==> src/rtl/seq_emit_buffer.sv <==
// Sequence emit buffer: FIFO between the lazy-match summary stage and the sequence encoder,
// plus head-pointer feedback and early stall. Optional per-job stats: SEQ_EMIT_BUFFER_STATS_EN.

`ifndef JOB_LEN_LOG2
`define JOB_LEN_LOG2 10
`endif
`ifndef SEQ_LL_BITS
`define SEQ_LL_BITS 16
`endif
`ifndef SEQ_ML_BITS
`define SEQ_ML_BITS 16
`endif
`ifndef SEQ_OFFSET_BITS
`define SEQ_OFFSET_BITS 17
`endif

module seq_emit_buffer #(
    parameter int DEPTH       = 16,
    parameter int STALL_SLACK = 4
) (
    input  logic                          clk,
    input  logic                          rst,
    input  logic                          i_summary_done,
    input  logic [`JOB_LEN_LOG2-1:0]      i_seq_head_ptr,
    input  logic [`SEQ_LL_BITS-1:0]       i_summary_ll,
    input  logic [`SEQ_ML_BITS-1:0]       i_summary_ml,
    input  logic [`SEQ_OFFSET_BITS-1:0]   i_summary_offset,
    input  logic                          i_summary_delim,
    input  logic                          i_summary_eoj,
    input  logic [`SEQ_ML_BITS-1:0]       i_summary_overlap_len,
    input  logic                          i_move_to_next_job,
    input  logic [`JOB_LEN_LOG2-1:0]      i_move_forward,
    output logic                          o_seq_valid,
    input  logic                          i_seq_ready,
    output logic [`SEQ_LL_BITS-1:0]       o_seq_ll,
    output logic [`SEQ_ML_BITS-1:0]       o_seq_ml,
    output logic [`SEQ_OFFSET_BITS-1:0]   o_seq_offset,
    output logic [`SEQ_ML_BITS-1:0]       o_seq_overlap_len,
    output logic                          o_seq_eoj,
    output logic                          o_seq_delim,
    output logic                          o_head_update_valid,
    output logic [`JOB_LEN_LOG2-1:0]      o_next_head_ptr,
    output logic                          o_next_job,
    output logic                          o_stall,
`ifdef SEQ_EMIT_BUFFER_STATS_EN
    output logic [15:0]                   o_job_seq_count,
    output logic [`SEQ_LL_BITS+7:0]       o_job_lit_count,
`endif
    output logic                          o_overflow
);

    localparam int AW  = $clog2(DEPTH);
    localparam int LLW = `SEQ_LL_BITS;
    localparam int MLW = `SEQ_ML_BITS;
    localparam int OFW = `SEQ_OFFSET_BITS;
    localparam int EW  = MLW + OFW + MLW + LLW + 2;

    localparam logic [AW:0] FULL_CNT = (AW+1)'(DEPTH);
    localparam logic [AW:0] STALL_TH = (AW+1)'(DEPTH - STALL_SLACK);

    logic [EW-1:0] mem [DEPTH];
    logic [AW-1:0] wr_ptr;
    logic [AW-1:0] rd_ptr;
    logic [AW:0]   count;
    logic [AW:0]   count_next;
    logic          push;
    logic          pop;
    logic [EW-1:0] wr_entry;
    logic [EW-1:0] rd_entry;

    assign o_seq_valid = (count != '0);
    assign pop         = o_seq_valid && i_seq_ready;
    // When full, a same-cycle pop frees the slot being written.
    assign push        = i_summary_done && ((count != FULL_CNT) || pop);
    assign count_next  = count + (AW+1)'(push) - (AW+1)'(pop);

    assign wr_entry = {i_summary_overlap_len, i_summary_offset, i_summary_ml,
                       i_summary_ll, i_summary_eoj, i_summary_delim};

    // Zero-gated so stale storage never shows on the outputs while empty.
    assign rd_entry = o_seq_valid ? mem[rd_ptr] : '0;

    assign {o_seq_overlap_len, o_seq_offset, o_seq_ml,
            o_seq_ll, o_seq_eoj, o_seq_delim} = rd_entry;

    always_ff @(posedge clk) begin
        if (push && !rst) begin
            mem[wr_ptr] <= wr_entry;
        end
    end

    always_ff @(posedge clk) begin
        if (rst) begin
            wr_ptr     <= '0;
            rd_ptr     <= '0;
            count      <= '0;
            o_stall    <= 1'b0;
            o_overflow <= 1'b0;
        end else begin
            if (push) begin
                wr_ptr <= wr_ptr + 1'b1;
            end
            if (pop) begin
                rd_ptr <= rd_ptr + 1'b1;
            end
            count   <= count_next;
            o_stall <= (count_next >= STALL_TH);
            if (i_summary_done && !push) begin
                o_overflow <= 1'b1;
            end
        end
    end

    // Feedback is independent of FIFO acceptance.
    always_ff @(posedge clk) begin
        if (rst) begin
            o_head_update_valid <= 1'b0;
            o_next_head_ptr     <= '0;
            o_next_job          <= 1'b0;
        end else begin
            o_head_update_valid <= i_summary_done;
            if (i_summary_done) begin
                o_next_job      <= i_move_to_next_job;
                o_next_head_ptr <= i_move_to_next_job ? '0
                                                      : i_seq_head_ptr + i_move_forward;
            end
        end
    end

`ifdef SEQ_EMIT_BUFFER_STATS_EN
    logic              stats_clear;
    logic [15:0]       seq_base;
    logic [LLW+7:0]    lit_base;
    logic [LLW+8:0]    lit_sum;

    // A push landing in the clear cycle belongs to the new job, so it counts from zero.
    always_comb begin
        seq_base = stats_clear ? '0 : o_job_seq_count;
        lit_base = stats_clear ? '0 : o_job_lit_count;
        lit_sum  = {1'b0, lit_base} + (LLW+9)'(i_summary_ll);
    end

    always_ff @(posedge clk) begin
        if (rst) begin
            stats_clear     <= 1'b0;
            o_job_seq_count <= '0;
            o_job_lit_count <= '0;
        end else begin
            stats_clear <= push && i_summary_eoj;
            if (push) begin
                o_job_seq_count <= (seq_base == 16'hFFFF) ? seq_base : seq_base + 16'd1;
                o_job_lit_count <= lit_sum[LLW+8] ? '1 : lit_sum[LLW+7:0];
            end else if (stats_clear) begin
                o_job_seq_count <= '0;
                o_job_lit_count <= '0;
            end
        end
    end
`endif

endmodule

==> config.mk <==
export PLATFORM = sky130hd
export DESIGN_NAME = seq_emit_buffer
export DESIGN_NICKNAME = d
export VERILOG_FILES = /design/src/rtl/seq_emit_buffer.sv
export SDC_FILE = /design/constraint.sdc
export NUM_CORES = 1
export LEC_CHECK = 0
export CAP_MARGIN = 40
export CORE_MARGIN = 5
export CORE_UTILIZATION = 54
export DETAILED_ROUTE_END_ITERATION = 8
export PLACE_DENSITY = 0.75
export SYNTH_ARGS = -nofsm -noshare
export SYNTH_HDL_FRONTEND = slang
export SYNTH_SLANG_ARGS = --single-unit
==> constraint.sdc <==
create_clock -name clk -period 5.9 [get_ports clk]
set_input_delay 0.59 -clock clk [delete_from_list [all_inputs] [get_ports clk]]
set_output_delay 0.59 -clock clk [all_outputs]
set_load 0.02 [all_outputs]
**After elaboration in Yosys (flattened, before gate mapping)**

Memory sizes are Yosys's and may differ from the RTL's. A register that Yosys moved wholly into a read port is not among the register bits.
Index checks and enable logic that the tools add are counted.

- Bits in registers: 27
- RAM bits: 1,072
- Input port bits: 92
- Output and inout port bits: 82
- Logic and storage cells: 30
- Memories kept: 1

- $add $sub $neg: 5
- Order comparisons: 1
- Eq/ne operators: 1
- Multiplexer cells: 6
- Reductions and logical operators: 8

Memory list:

| memory | words | width | rd ports | clocked after Yosys merged registers in | wr ports | RTL line | RTL |
|---|---|---|---|---|---|---|---|
| mem | 16 | 67 | 1 | 1 | 1 | 61 | `logic [EW-1:0] mem [DEPTH];` |

Operators by type and width:

| kind | count |
|---|---|
| $mux W67 | 1 |
| $add A10 B10 Y10 | 1 |
| $mux W10 | 1 |
| $add A4 B1 Y4 const B | 2 |
| $mux W4 | 2 |
| $add A5 B1 Y5 | 1 |
| $ge A5 B4 Y1 const B | 1 |
| $ne A5 B5 Y1 const B | 1 |
| $reduce_bool A5 Y1 | 1 |
| $sub A5 B1 Y5 | 1 |
| $logic_and A1 B1 Y1 | 4 |
| $logic_not A1 Y1 | 2 |
| $mux W1 | 2 |
| $logic_or A1 B1 Y1 | 1 |

**Depth between registers and ports, before layout**

- Word-level depth: 7
- Gate-level depth with buffers: 14
- Mapped depth without buffers: 13

**Worst setup path before layout**

Ideal clock, no wire load.

- Path kind: in2reg
- Start point: input i_seq_ready
- End point: memory mem[3][0] in the netlist's numbering, enable pin
- Library setup time: 0.574 ns
- Arrival time: 5.679 ns
- Data required time: 5.326 ns
- Setup slack: -0.353 ns
- Stages on the path: 4
- Buffers on the path: 0
- Cells stage by stage: and4b_1 > nor2b_1 > nand2_1 > nor3_1

- Word-level cells in the longest chain between the ends: 6

RTL lines:

| item | RTL line | RTL |
|---|---|---|
| start: declaration | 34 | `input logic i_seq_ready,` |
| $logic_and A1 B1 Y1 | 72 | `assign pop = o_seq_valid && i_seq_ready;` |
| $logic_or A1 B1 Y1 | 74 | `assign push = i_summary_done && ((count != FULL_CNT) \|\| pop);` |
| $logic_and A1 B1 Y1 | 74 |  |
| $logic_and A1 B1 Y1 | 87 | `if (push && !rst) begin` |
| $mux W1 | 87 |  |
| $mux W1 (not written as such) | 88 | `mem[wr_ptr] <= wr_entry;` |
| end: declaration | 61 |  |

No other way between the ends.

==> results.yml <==
outcome:
  run_status: "completed"
place:
  gpl.final_weighted_congestion: 0.753
  port_buffers: 173
  place_hpwl_um: 47400
die:
  floorplan.die_area_um2: 84200
  io_pins: 174
  dieHeight_um: 290
  core_area_um2: 77600
  starting_density_of_the_core_pct: 54.6
  die_width_um: 290
  placementRows: 102
pwr:
  power.density_nw_per_um2: 404
  clock_power_share_pct: 33.0
  p_comb_share_pct: 22.5
  netSwitchingFraction_pct: 26.0
  power_switching_mw: 5.16
  power.static_leakage_nw: 14.9
  cellInternalPower_mw: 14.6
  power.share.sequential_pct: 44.5
  worst_ir_drop_vdd_mv: 0.281
  totalPowerFinal_mw: 19.8
worst_setup_path:
  setup.worst_path.end_class: "output port"
  timing.critical_path.slowest_stage_cell: "sky130_fd_sc_hd__dfxtp_4"
  critPathMaxFanout: 72
  crit_required_ns: 5.31
  worstPathCellList: "buf_12 > mux4_2 > mux2i_1 > o22ai_1 > clkdlybuf4s50_1"
  path_delay_family: "buffers and inverters"
  worst_path_largest_cell_delay_ns: 0.83
  number_of_buffers_and_inverters_on_the_critical_path: 2
  worst-setup-path-type: "flop to output port"
  critPathArrivalTime_ns: 3.54
  crit_path_start_kind: "flop"
timing:
  finalWorstPathRequiredPeriod_ns: 4.13
  finalSetupViolCount: 0
  worst_slew_pin_slew_ns: 0.888
  finalHoldViolations: 0
  finalCritPeriodShare_pct: 70.0
  setup-tns-final_ns: 0
  clock.fmax_mhz: 242
  final_max_slew_viol_count: 0
  rsz0062_at_grt: "false"
  finClkSkew_ns: 0.0208
  maxSlewHeadroom_pct: 40.8
route:
  remaining_drc_errors: 0
  vias_per_cell: 6.10
  initialDrtViolationCount: 2000
  drt_wl_total_um: 89600
  via_count: 19500
  drtPass1Iterations: 5
  wl_per_cell_um: 28.0
  detail-route-antenna-nets: 0
global_routing:
  grt_start_max_net_pins: 73
  grt_antenna_before_repair: 5
  first_pass_grt_wire_length_um: 135000
  grt_pass1_vias: 21000
  remaining_global_route_overflow: 0
  grt.total_usage_pct: 21.2
yosys:
  yosysUniqueCellTypes: 37
  ys_top_cells_by_area: "sky130_fd_sc_hd__edfxtp_1, sky130_fd_sc_hd__mux4_2, sky130_fd_sc_hd__mux2i_1"
  async_flop_share_pct: 0
  synthesized_net_count: 1955
  synth_ff_type: "sky130_fd_sc_hd__edfxtp_1"
  synth.most_common_cell: "sky130_fd_sc_hd__edfxtp_1"
  post_synth_inst_count: 1841
  post_synth_most_frequent_cells: "sky130_fd_sc_hd__edfxtp_1, sky130_fd_sc_hd__mux4_2, sky130_fd_sc_hd__mux2i_1, sky130_fd_sc_hd__o22ai_1, sky130_fd_sc_hd__buf_2"
  netlist.top_cell.by_area: "sky130_fd_sc_hd__edfxtp_1"
  synth.yosys.seq_area_share_pct: 77.4
  syn-cell-area_um2: 42400
  yosysWarnings: 0
  synth_edf_count: 1072
  yosys_register_bits: 1103
  synth_top_area_share_pct: 76.0
  postSynthAreaPerCell_um2: 23.0
clock_network:
  cts_setup_buffers: 0
  cts-resized-gates: 0
  worstSkewPairLatency_ns: 0.67
  hold_buffers: 0
  tritoncts_clock_tree: "built"
  max-clock-path-buffers: 3
  cts.htree.levels: 3
  worst_path_clk_slew_ns: 0.06
  cts_buffers: 105
  clkSinkCount: 1103
  cts.root.buffer_cell: "sky130_fd_sc_hd__clkbuf_16"
layout:
  layout-area-overhead-vs-synth_pct: 15.8
  design.final.nets: 2191
  n_fill_cell: 5142
  post_route_cells_drive_above_1_share_pct: 22.8
hold_path:
  timing.hold.worst.class: "flop to flop"
flow_run:
  maxCapViolCount: 0
## layer usage
metal,GRT usage (%),vias up,routed length (um),share of wire (%)
met5,0,-,33,0.037
met4,5.47,6,1670,1.9
met1,28.9,10300,34800,39
met2,36.3,788,46600,52
li1,-,8295,-,-
met3,3.77,114,6400,7.1
## cells in the final DEF (no fill, tap or decap), drive strengths merged, types with 3 or more instances in the layout
cell type	count
mux2i	139
xor2	9
nand2	16
o21ai	12
ha	20
clkinvlp	4
edfxtp	1072
inv	12
xnor2	7
nand2b	8
a211oi	4
bufinv	9
nor2	37
nor3	6
dfxtp	31
clkdlybuf4s50	173
a21oi	13
clkinv	47
mux4	268
nand3b	4
nor2b	8
clkbuf	129
o22ai	67
buf	52
a21o	3
## flip-flops by register name, summed over array words and instances (netlist names), named ones only
| name | cells |
|---|---|
| o_next_head_ptr | 10 |
| o_next_job | 1 |
| mem | 1072 |
| wr_ptr | 4 |
| o_head_update_valid | 1 |
| rd_ptr | 4 |
| o_overflow | 1 |
| count | 5 |
| o_stall | 1 |
## power by group through the flow
stage	Clock [mW]	Combinational [mW]	Sequential, mW
global placement	0	4.31	9.07
floorplan	0	3.01	8.94
CTS	6.65	4.54	8.82
detailed placement	0	4.51	8.98
global route	7.01	4.76	8.82
finish	6.54	4.45	8.81
## tightest hold or removal path, cell delays in order (launching register included)
cell,delay (ns)
sky130_fd_sc_hd__dfxtp_1,0.33
sky130_fd_sc_hd__nand2_1,0.05
sky130_fd_sc_hd__o21ai_0,0.05
## path summary, 6_finish.rpt
| path | from | end | slack (ns) | cells after the start |
|---|---|---|---|---|
| setup / recovery | flop | o_seq_offset[15] | 1.77 | 5 |
| hold / removal | o_next_head_ptr[5]$_SDFFE_PP0P_ | o_next_head_ptr[5]$_SDFFE_PP0P_ | 0.46 | 2 |
| setup reg to reg | count[3]$_SDFF_PP0_ | o_stall$_SDFF_PP0_ | 2.90 | 13 |
| hold reg to reg | o_next_head_ptr[5]$_SDFFE_PP0P_ | o_next_head_ptr[5]$_SDFFE_PP0P_ | 0.46 | 2 |
## metrics by stage
step | setup slack [ns] | instance area [um^2] | hold WS, ns | util [%] | std cells
2_1_floorplan | 1.44 | 42400 | 0.485 | - | 1841
3_3_place_gp | 1.93 | 45500 | 0.441 | 58.7 | 3003
3_5_place_dp | 1.83 | 45700 | 0.451 | 58.9 | 3010
4_1_cts | 1.70 | 49100 | 0.461 | 63.2 | 3203
5_1_grt | 1.69 | 49100 | 0.479 | 63.2 | 3205
6_report | 1.77 | 49100 | 0.462 | 63.2 | 3205
## logic make-up (layout without fill, tap and decap cells)
group                    count (synthesis)  count (layout)  share of synthesized area, %
AND/OR/NAND/NOR                         85              85                         0.972
AO/OA/AOI/OAI                          104             104                          1.49
flip-flops                            1103            1103                          77.4
XOR/XNOR                                16              16                         0.331
other                                    0               2                             0
buffers and inverters                  104             426                          1.55
multiplexers                           407             407                          17.5
adder cells (fa/ha/maj)                 22              22                         0.685
## cell type report
type                            instances  area (um^2)  share of cell area (%)
Sequential cell                      1103        32800                    66.9
Multi-Input combinational cell        634         9050                    18.4
Clock buffer                          129         2780                    5.67
Timing Repair Buffer                  225         2480                    5.07
Tap cell                             1040         1300                    2.65
Clock inverter                         64          581                    1.18
Inverter                                8         30.0                  0.0612
Antenna cell                            2         5.00                  0.0102
No activity file was read; power rests on OpenSTA's default activity.
